===== config.mk =====
export PLATFORM = sky130hd
export DESIGN_NAME = mem_burst_arbiter_flat
export DESIGN_NICKNAME = d
export VERILOG_FILES = /design/src/rtl/mem_burst_arbiter_if.sv /design/src/rtl/mem_burst_arbiter.sv /design/src/flat_wrapper.sv
export SDC_FILE = /design/constraint.sdc
export NUM_CORES = 1
export LEC_CHECK = 0
export CAP_MARGIN = 20
export CORE_ASPECT_RATIO = 1.5
export CORE_MARGIN = 3
export CORE_UTILIZATION = 36
export DETAILED_ROUTE_END_ITERATION = 6
export PLACE_DENSITY_LB_ADDON = 0.2
export SYNTH_ARGS = -nofsm -noshare
export SYNTH_HDL_FRONTEND = slang
export SYNTH_SLANG_ARGS = --single-unit

===== constraint.sdc =====
create_clock -name clk -period 2.69 [get_ports clk]
set_input_delay 0.538 -clock clk [delete_from_list [all_inputs] [get_ports clk]]
set_output_delay 0.538 -clock clk [all_outputs]
set_load 0.02 [all_outputs]

===== src/rtl/mem_burst_arbiter_if.sv =====
// Cache-side and BRAM-side signals of the burst arbiter.
// The arbiter takes the slave view; the caches and BRAM together take the master view.
interface mem_burst_arbiter_if #(
  parameter int DATA_WIDTH         = 32,
  parameter int ADDR_WIDTH         = 16,
  parameter int BLOCK_OFFSET_WIDTH = 5
);
  logic                          ic_req;
  logic [ADDR_WIDTH-1:0]         ic_addr;
  logic [DATA_WIDTH-1:0]         ic_read;
  logic                          ic_read_valid;
  logic                          ic_last;

  logic                          dc_req;
  logic                          dc_we;
  logic [ADDR_WIDTH-1:0]         dc_addr;
  logic [DATA_WIDTH-1:0]         dc_wdata;
  logic                          dc_wnext;
  logic [BLOCK_OFFSET_WIDTH-1:0] dc_woffset;
  logic [DATA_WIDTH-1:0]         dc_read;
  logic                          dc_read_valid;
  logic                          dc_last;

  logic                          bram_en;
  logic                          bram_we;
  logic [ADDR_WIDTH-1:0]         bram_addr;
  logic [DATA_WIDTH-1:0]         bram_wdata;
  logic [DATA_WIDTH-1:0]         bram_rdata;

  modport slave (
    input  ic_req, ic_addr, dc_req, dc_we, dc_addr, dc_wdata, bram_rdata,
    output ic_read, ic_read_valid, ic_last,
    output dc_wnext, dc_woffset, dc_read, dc_read_valid, dc_last,
    output bram_en, bram_we, bram_addr, bram_wdata
  );

  modport master (
    output ic_req, ic_addr, dc_req, dc_we, dc_addr, dc_wdata, bram_rdata,
    input  ic_read, ic_read_valid, ic_last,
    input  dc_wnext, dc_woffset, dc_read, dc_read_valid, dc_last,
    input  bram_en, bram_we, bram_addr, bram_wdata
  );
endinterface


===== src/rtl/mem_burst_arbiter.sv =====
// Round-robin arbiter sharing one single-port BRAM between the I-cache and D-cache,
// issuing one aligned full-block burst per grant.
//
// state | meaning
// IDLE  | no burst; arbitrate and latch grant, base address and direction
// BURST | issue BLOCK_SIZE sequential BRAM accesses
// DRAIN | read only: wait for the last word to come back from the BRAM
module mem_burst_arbiter #(
  parameter int DATA_WIDTH         = 32,
  parameter int ADDR_WIDTH         = 16,
  parameter int BLOCK_OFFSET_WIDTH = 5,
  parameter int READ_LATENCY       = 1
) (
  input logic               clk,
  input logic               rst,
  mem_burst_arbiter_if.slave bus
);
  localparam int AW = ADDR_WIDTH;
  localparam int OW = BLOCK_OFFSET_WIDTH;
  localparam int BW = AW - OW;
  localparam logic [OW-1:0] LAST_OFF = '1;

  typedef enum logic [1:0] {IDLE, BURST, DRAIN} state_t;

  state_t                  state;
  logic                    grant_dc;
  logic                    burst_we;
  logic [BW-1:0]           base;
  logic [OW-1:0]           cnt;
  logic [OW-1:0]           rcnt;
  logic [READ_LATENCY-1:0] vpipe;
  logic                    bram_en_r;
  logic                    bram_we_r;
  logic [AW-1:0]           bram_addr_r;
  logic                    dc_wnext_r;
  logic [OW-1:0]           dc_woffset_r;
  logic                    dc_wlast_r;

  logic          pick_dc;
  logic [BW-1:0] pick_base;
  logic [OW-1:0] cnt_nxt;
  logic          pipe_out;
  logic          rd_last;
  logic          unused_offsets;

  // grant_dc also serves as last_grant: a tie goes to whoever was not served last
  assign pick_dc   = bus.dc_req && (!bus.ic_req || !grant_dc);
  assign pick_base = pick_dc ? bus.dc_addr[AW-1:OW] : bus.ic_addr[AW-1:OW];
  assign cnt_nxt   = cnt + 1'b1;
  assign pipe_out  = vpipe[READ_LATENCY-1];
  assign rd_last   = pipe_out && (rcnt == LAST_OFF);
  assign unused_offsets = ^{bus.ic_addr[OW-1:0], bus.dc_addr[OW-1:0]};

  assign bus.bram_en       = bram_en_r;
  assign bus.bram_we       = bram_we_r;
  assign bus.bram_addr     = bram_addr_r;
  assign bus.bram_wdata    = bus.dc_wdata;
  assign bus.dc_wnext      = dc_wnext_r;
  assign bus.dc_woffset    = dc_woffset_r;
  assign bus.ic_read       = bus.bram_rdata;
  assign bus.dc_read       = bus.bram_rdata;
  assign bus.ic_read_valid = pipe_out && !grant_dc;
  assign bus.ic_last       = rd_last && !grant_dc;
  assign bus.dc_read_valid = pipe_out && grant_dc;
  assign bus.dc_last       = (rd_last && grant_dc) || dc_wlast_r;

  always_ff @(posedge clk or posedge rst) begin
    if (rst) begin
      state        <= IDLE;
      grant_dc     <= 1'b1;
      burst_we     <= 1'b0;
      base         <= '0;
      cnt          <= '0;
      rcnt         <= '0;
      vpipe        <= '0;
      bram_en_r    <= 1'b0;
      bram_we_r    <= 1'b0;
      bram_addr_r  <= '0;
      dc_wnext_r   <= 1'b0;
      dc_woffset_r <= '0;
      dc_wlast_r   <= 1'b0;
    end else begin
      // each read issue is tagged so the return strobe lines up with bram_rdata
      vpipe[0] <= bram_en_r && !bram_we_r;
      for (int i = 1; i < READ_LATENCY; i++) begin
        vpipe[i] <= vpipe[i-1];
      end
      if (pipe_out) begin
        rcnt <= rcnt + 1'b1;
      end

      case (state)
        IDLE: begin
          if (bus.ic_req || bus.dc_req) begin
            grant_dc     <= pick_dc;
            burst_we     <= pick_dc && bus.dc_we;
            base         <= pick_base;
            cnt          <= '0;
            rcnt         <= '0;
            bram_en_r    <= 1'b1;
            bram_we_r    <= pick_dc && bus.dc_we;
            bram_addr_r  <= {pick_base, {OW{1'b0}}};
            dc_wnext_r   <= pick_dc && bus.dc_we;
            dc_woffset_r <= '0;
            dc_wlast_r   <= 1'b0;
            state        <= BURST;
          end
        end
        BURST: begin
          if (cnt == LAST_OFF) begin
            cnt          <= '0;
            bram_en_r    <= 1'b0;
            bram_we_r    <= 1'b0;
            dc_wnext_r   <= 1'b0;
            dc_woffset_r <= '0;
            dc_wlast_r   <= 1'b0;
            state        <= burst_we ? IDLE : DRAIN;
          end else begin
            cnt          <= cnt_nxt;
            bram_addr_r  <= {base, cnt_nxt};
            dc_woffset_r <= burst_we ? cnt_nxt : '0;
            dc_wlast_r   <= burst_we && (cnt_nxt == LAST_OFF);
          end
        end
        DRAIN: begin
          if (rd_last) begin
            state <= IDLE;
          end
        end
        default: state <= IDLE;
      endcase
    end
  end
endmodule


===== src/flat_wrapper.sv =====
// flat-port wrapper written by rule: the top's interface ports become plain ports
module mem_burst_arbiter_flat 
#(
  parameter int DATA_WIDTH         = 32,
  parameter int ADDR_WIDTH         = 16,
  parameter int BLOCK_OFFSET_WIDTH = 5,
  parameter int READ_LATENCY       = 1
)
  (clk, rst, bus_ic_req, bus_ic_addr, bus_dc_req, bus_dc_we, bus_dc_addr, bus_dc_wdata, bus_bram_rdata, bus_ic_read, bus_ic_read_valid, bus_ic_last, bus_dc_wnext, bus_dc_woffset, bus_dc_read, bus_dc_read_valid, bus_dc_last, bus_bram_en, bus_bram_we, bus_bram_addr, bus_bram_wdata);
  mem_burst_arbiter_if #(.DATA_WIDTH(DATA_WIDTH), .ADDR_WIDTH(ADDR_WIDTH), .BLOCK_OFFSET_WIDTH(BLOCK_OFFSET_WIDTH)) bus_i ();
  input logic clk;
  input logic rst;
  input wire logic [$bits(bus_i.ic_req)-1:0] bus_ic_req;
  input wire logic [$bits(bus_i.ic_addr)-1:0] bus_ic_addr;
  input wire logic [$bits(bus_i.dc_req)-1:0] bus_dc_req;
  input wire logic [$bits(bus_i.dc_we)-1:0] bus_dc_we;
  input wire logic [$bits(bus_i.dc_addr)-1:0] bus_dc_addr;
  input wire logic [$bits(bus_i.dc_wdata)-1:0] bus_dc_wdata;
  input wire logic [$bits(bus_i.bram_rdata)-1:0] bus_bram_rdata;
  output wire logic [$bits(bus_i.ic_read)-1:0] bus_ic_read;
  output wire logic [$bits(bus_i.ic_read_valid)-1:0] bus_ic_read_valid;
  output wire logic [$bits(bus_i.ic_last)-1:0] bus_ic_last;
  output wire logic [$bits(bus_i.dc_wnext)-1:0] bus_dc_wnext;
  output wire logic [$bits(bus_i.dc_woffset)-1:0] bus_dc_woffset;
  output wire logic [$bits(bus_i.dc_read)-1:0] bus_dc_read;
  output wire logic [$bits(bus_i.dc_read_valid)-1:0] bus_dc_read_valid;
  output wire logic [$bits(bus_i.dc_last)-1:0] bus_dc_last;
  output wire logic [$bits(bus_i.bram_en)-1:0] bus_bram_en;
  output wire logic [$bits(bus_i.bram_we)-1:0] bus_bram_we;
  output wire logic [$bits(bus_i.bram_addr)-1:0] bus_bram_addr;
  output wire logic [$bits(bus_i.bram_wdata)-1:0] bus_bram_wdata;
  assign bus_i.ic_req = bus_ic_req;
  assign bus_i.ic_addr = bus_ic_addr;
  assign bus_i.dc_req = bus_dc_req;
  assign bus_i.dc_we = bus_dc_we;
  assign bus_i.dc_addr = bus_dc_addr;
  assign bus_i.dc_wdata = bus_dc_wdata;
  assign bus_i.bram_rdata = bus_bram_rdata;
  assign bus_ic_read = bus_i.ic_read;
  assign bus_ic_read_valid = bus_i.ic_read_valid;
  assign bus_ic_last = bus_i.ic_last;
  assign bus_dc_wnext = bus_i.dc_wnext;
  assign bus_dc_woffset = bus_i.dc_woffset;
  assign bus_dc_read = bus_i.dc_read;
  assign bus_dc_read_valid = bus_i.dc_read_valid;
  assign bus_dc_last = bus_i.dc_last;
  assign bus_bram_en = bus_i.bram_en;
  assign bus_bram_we = bus_i.bram_we;
  assign bus_bram_addr = bus_i.bram_addr;
  assign bus_bram_wdata = bus_i.bram_wdata;
  mem_burst_arbiter #(.DATA_WIDTH(DATA_WIDTH), .ADDR_WIDTH(ADDR_WIDTH), .BLOCK_OFFSET_WIDTH(BLOCK_OFFSET_WIDTH), .READ_LATENCY(READ_LATENCY)) u_core (.clk(clk), .rst(rst), .bus(bus_i));
endmodule

# Word level (Yosys, flattened, before mapping)
# Cells that the tools add are included.
# totals
input_bits	101
reg_bits	50
# classes
addsub	2
reduce_logical	22
n_eq_ne	9
n_mux	26
# ops
operator	count
2-to-1 mux 5 bit	7
2-to-1 mux 16 bit	2
case mux 16 bit (2 select lines)	1
case mux 5 bit (2 select lines)	2
== test 5 bit, second input constant	3
2-to-1 mux 11 bit	1
adder 5 x 1 -> 5 bit, second input constant	2
logical AND 1 bit	9
AND reduction 3 bit	3
2-to-1 mux 2 bit	4
inequality test 2 x 1 -> 1 bit, second input constant	3
case mux 1 bit (2 select lines)	3
case mux 2 bit (3 select lines)	1
2-to-1 mux 1 bit	5
AND reduction 2 bit	2
zero test 1 bit	3
logical OR 1 bit	3
== test 2 x 1 -> 1 bit, second input constant	1
== test 2 bit, second input constant	1
zero test 2 bit	1
inequality test 2 bit, second input constant	1
nonzero test 2 bit	1

# Depth between registers and ports, before layout
# logic_depth
ltp_word	6
mapped_depth	8

# Worst setup path before layout
# No wires, ideal clock.
# synth_path
path_kind	reg-to-reg
start	register u_core.cnt[0]
end	register u_core.bram_addr_r[10] (netlist: u_core.bus.bram_addr[10])
path_slack_ps	676
path_stages_with_launch	9
t_arrival_ps	1922
setup_time_ps	92
n_path_buf	2
required_ps	2598
cell_sequence	dfrtp_1 -> ha_1 -> and3_1 -> ha_1 -> a21o_1 -> or2_1 -> buf_6 -> buf_6 -> o31ai_2
# synth_between
elab_chain_len	3
# synth_rtl
item	line	rtl
start: declaration	mem_burst_arbiter.sv:29	logic [OW-1:0] cnt;
start signal: assignment	mem_burst_arbiter.sv:119	cnt <= cnt_nxt;
== test 5 bit	mem_burst_arbiter.sv:110	if (cnt == LAST_OFF) begin
inequality test 2 bit (no line)	n/a	
AND reduction 3 bit (no line)	n/a	
end signal: assignment	mem_burst_arbiter.sv:102	bram_addr_r <= {pick_base, {OW{1'b0}}};
end signal: assignment	mem_burst_arbiter.sv:120	bram_addr_r <= {base, cnt_nxt};
end: declaration	mem_burst_arbiter.sv:34	logic [AW-1:0] bram_addr_r;
# Every way passes these cells.
# A chain may end at the register's enable or synchronous reset.

# Final worst setup path
# layout_path
start	register u_core.rcnt[0]
end	output bus_dc_last
# layout_between
elab_chain_len	4
# layout_rtl
item	line	rtl
start: declaration	mem_burst_arbiter.sv:30	logic [OW-1:0] rcnt;
start signal: assignment	mem_burst_arbiter.sv:89	rcnt <= rcnt + 1'b1;
== test 5 bit	mem_burst_arbiter.sv:51	assign rd_last = pipe_out && (rcnt == LAST_OFF);
logical AND 1 bit	mem_burst_arbiter.sv:51	
logical AND 1 bit	mem_burst_arbiter.sv:65	assign bus.dc_last = (rd_last && grant_dc) || dc_wlast_r;
logical OR 1 bit	mem_burst_arbiter.sv:65	
end: declaration	flat_wrapper.sv:27	output wire logic [$bits(bus_i.dc_last)-1:0] bus_dc_last;
# Every way passes these cells.

==> impl_metrics.ini <==
[status]
status = completed

[yosys]
ys_types = 38
synth_edf_count = 0
synth_fp_nets = 431
synth_area_leader_cell = dfrtp_1
yosysSeqAreaShare_pct = 38.8
yosys_most_used_dff = dfrtp_1
synthArstFlopShare_pct = 100
synth_top_area_share_pct = 37.9
syn_inst = 325
synth_area_per_cell_um2 = 9.94
synth_seq_cells = 50
yosysWarnings = 0
synth.area.top_cells = dfrtp_1, buf_4, mux2_2
syn_area_um2 = 3230

[worst_hold_path]
min_from = u_core.bus.bram_we
worstHoldPathCells = 1
hold-path-endpoint = u_core.pipe_out
min_path_type = reg2reg

[floorplan]
rows = 41
die-area_um2 = 10200
initial_utilization_pct = 37.7
die_x_um = 83.4
core-area_um2 = 8570
die_h_um = 122
io_pins = 225

[clock_network]
path_clk_slew_ns = 0.06
clkLatencyLatePin_ns = 0.29
h-tree-depth = 2
cts_tree = built
cts_root_buffer = clkbuf_16
numCtsBuffers = 5
clockBufferDepth = 2
cts_setup_buffers = 0
clock-sinks = 50

[sta]
final_max_slew_viol_count = 0
tightest_slew_ns = 0.648
grt_setup_unrepaired = no
min_period_ns = 2.22
layout_setup_ws_ns = 0.467
skew_ns = 0.00711
slew_headroom_pct = 56.8
hold_viol_final = 0
fmax_mhz = 450
fin_crit_sh_pct = 82.6
setup_violations = 0
tns_ns = 0

[detailed_routing]
initialDrtViolationCount = 158
totalWireLength_um = 7660
wl_per_cell_um = 19.6
dr.pass1.iters = 6
drc = 0
viasPerCell = 5.25
vias = 2054
ant_nets = 0

[critical_path]
crit_fanout = 3
critical_path_required_ns = 2.15
cp-end-kind = primary output
path_class = reg2out
r2r_start = u_core.cnt[0]
path_delay_family = flip-flops
regToRegSetupSlack_ns = 0.62
cp_cell_sequence = ha_1 > and3_1 > ha_1 > nand2_1 > o21bai_1 > dlymetal6s2s_1
critPathArrivalTime_ns = 1.68
critPathMaxStageDelay_ns = 0.41
critical_path_buf_inv_count = 1
cpMostUsedCell = ha_1
critPathLaunchType = flop
reg2reg_depth = 7
crit_slowest_cell = dfrtp_1
rr_endpoint = u_core.bus.bram_addr[13]

[flow_run]
timing.max_cap.violations = 0

[place]
routabilityCongestion = 0.722
hpwl_um = 5530
post-place-ws_ns = 0.360
numPortBuffers = 54

[layout]
final_cell_mix = clkdlybuf4s50_1, dfrtp_1, o21ai_0
diodes = 0
mostFrequentLayoutCell = clkdlybuf4s50_1
nets = 389
layout-drive-gt1-share_pct = 14.4
fill_cells = 863
synthToLayoutAreaGrowth_pct = 2.56

[grt]
grt_pass1_vias = 2162
grt_util_all_layers_pct = 15.0
grt_antenna_before_repair = 0
grt_max_degree = 51
grt.overflow.total = 0
grt_first_pass_wirelength_um = 12000

[pwr]
leakagePower_nw = 1.44
vdd_drop_max_mv = 0.342
power_density_nw_per_um2 = 1110
## area by class of cell
| class | count | area (µm²) | area share, % |
|---|---|---|---|
| timing repair buffer | 65 | 628 | 19.0 |
| clock inverter | 1 | 5.00 | 0.151 |
| sequential | 50 | 1250 | 37.8 |
| multi-input combinational | 153 | 1120 | 33.9 |
| inverter | 8 | 30.0 | 0.906 |
| clock buffer | 7 | 143 | 4.30 |
| tap | 107 | 134 | 4.04 |
## cells in the mapped netlist, types with 5 or more instances
cell type / number
o31ai_1: 7
ha_1: 5
a221oi_1: 11
mux2_2: 11
and2_1: 12
o21ai_0: 20
a22o_1: 13
nor2_1: 19
o2bb2ai_1: 7
dfrtp_1: 49
clkbuf_1: 9
nand2_1: 10
o31ai_2: 5
buf_4: 97
inv_1: 8
## what timing repair did
item                       CTS  global route
setup endpoints to repair    0             2
resized for setup            0             2
hold buffers                 0             0
## stage by stage
| stage | utilization, % | hold WS (ns) | cell area, µm² | total power (W) | std cells |
|---|---|---|---|---|---|
| after floorplan | - | 0.471 | 3230 | 0.00264 | 325 |
| after global placement | 36.9 | 0.479 | 3160 | 0.00307 | 383 |
| after detailed placement | 36.9 | 0.476 | 3160 | 0.00311 | 383 |
| after CTS | 38.6 | 0.497 | 3310 | 0.00376 | 391 |
| after global routing | 38.7 | 0.517 | 3310 | 0.00397 | 391 |
| final | 38.7 | 0.490 | 3310 | 0.00369 | 391 |
## sequential cells by signal, indices dropped and copies added (netlist names)
register               cells
u_core.base               11
u_core.burst_we            1
u_core.bus.bram_addr      16
u_core.bus.bram_en         1
u_core.bus.bram_we         1
u_core.bus.dc_woffset      5
u_core.cnt                 5
u_core.dc_wlast_r          1
u_core.grant_dc            1
u_core.pipe_out            1
u_core.rcnt                5
u_core.state               2
## how the worst max path moves through the flow
stage	from	endpoint	slack, ns	cells past startpoint
2_1_floorplan	u_core.cnt[0]	u_core.bus.bram_addr[10]	0.68	8
3_3_place_gp	bus_dc_req	u_core.base[7]	0.39	4
3_5_place_dp	u_core.rcnt[0]	bus_dc_last	0.36	6
4_1_cts	u_core.rcnt[0]	bus_dc_last	0.04	6
5_1_grt	u_core.rcnt[0]	bus_dc_last	0.35	6
6_report	u_core.rcnt[0]	bus_dc_last	0.47	6
## power by group
part	leakage, nW	switching [W]	internal [W]	total (W)
registers	0.610	0.000259	0.00112	0.00138
logic	0.755	0.000858	0.000822	0.00168
clock network	0.0739	0.000269	0.000369	0.000638
## cell families (layout without fill, tap and decap cells)
group | after synthesis | count (layout) | synth area share [%]
mux | 15 | 15 | 5.07
flops | 50 | 50 | 38.8
fa+ha+maj | 5 | 5 | 1.94
xor+xnor | 5 | 5 | 1.35
buf+inv | 122 | 81 | 26.5
simple gates | 58 | 58 | 9.64
compound gates | 70 | 70 | 16.7
## worst register-to-register path: stages, from the launching register on
cell,delay (ns)
dfrtp_1,0.44
ha_1,0.27
and3_1,0.20
ha_1,0.22
a21o_1,0.20
or2_1,0.22
buf_4,0.19
o31ai_1,0.25
## routing by layer
metal  vias up  share of wire (%)  track usage [%]
met3        74                9.3             4.19
met5         -                  0                0
met1       981                 37             17.5
met4         0                7.9             12.0
li1        934                  -                -
met2        65                 46             23.2
(Power assumes the default switching activity.)
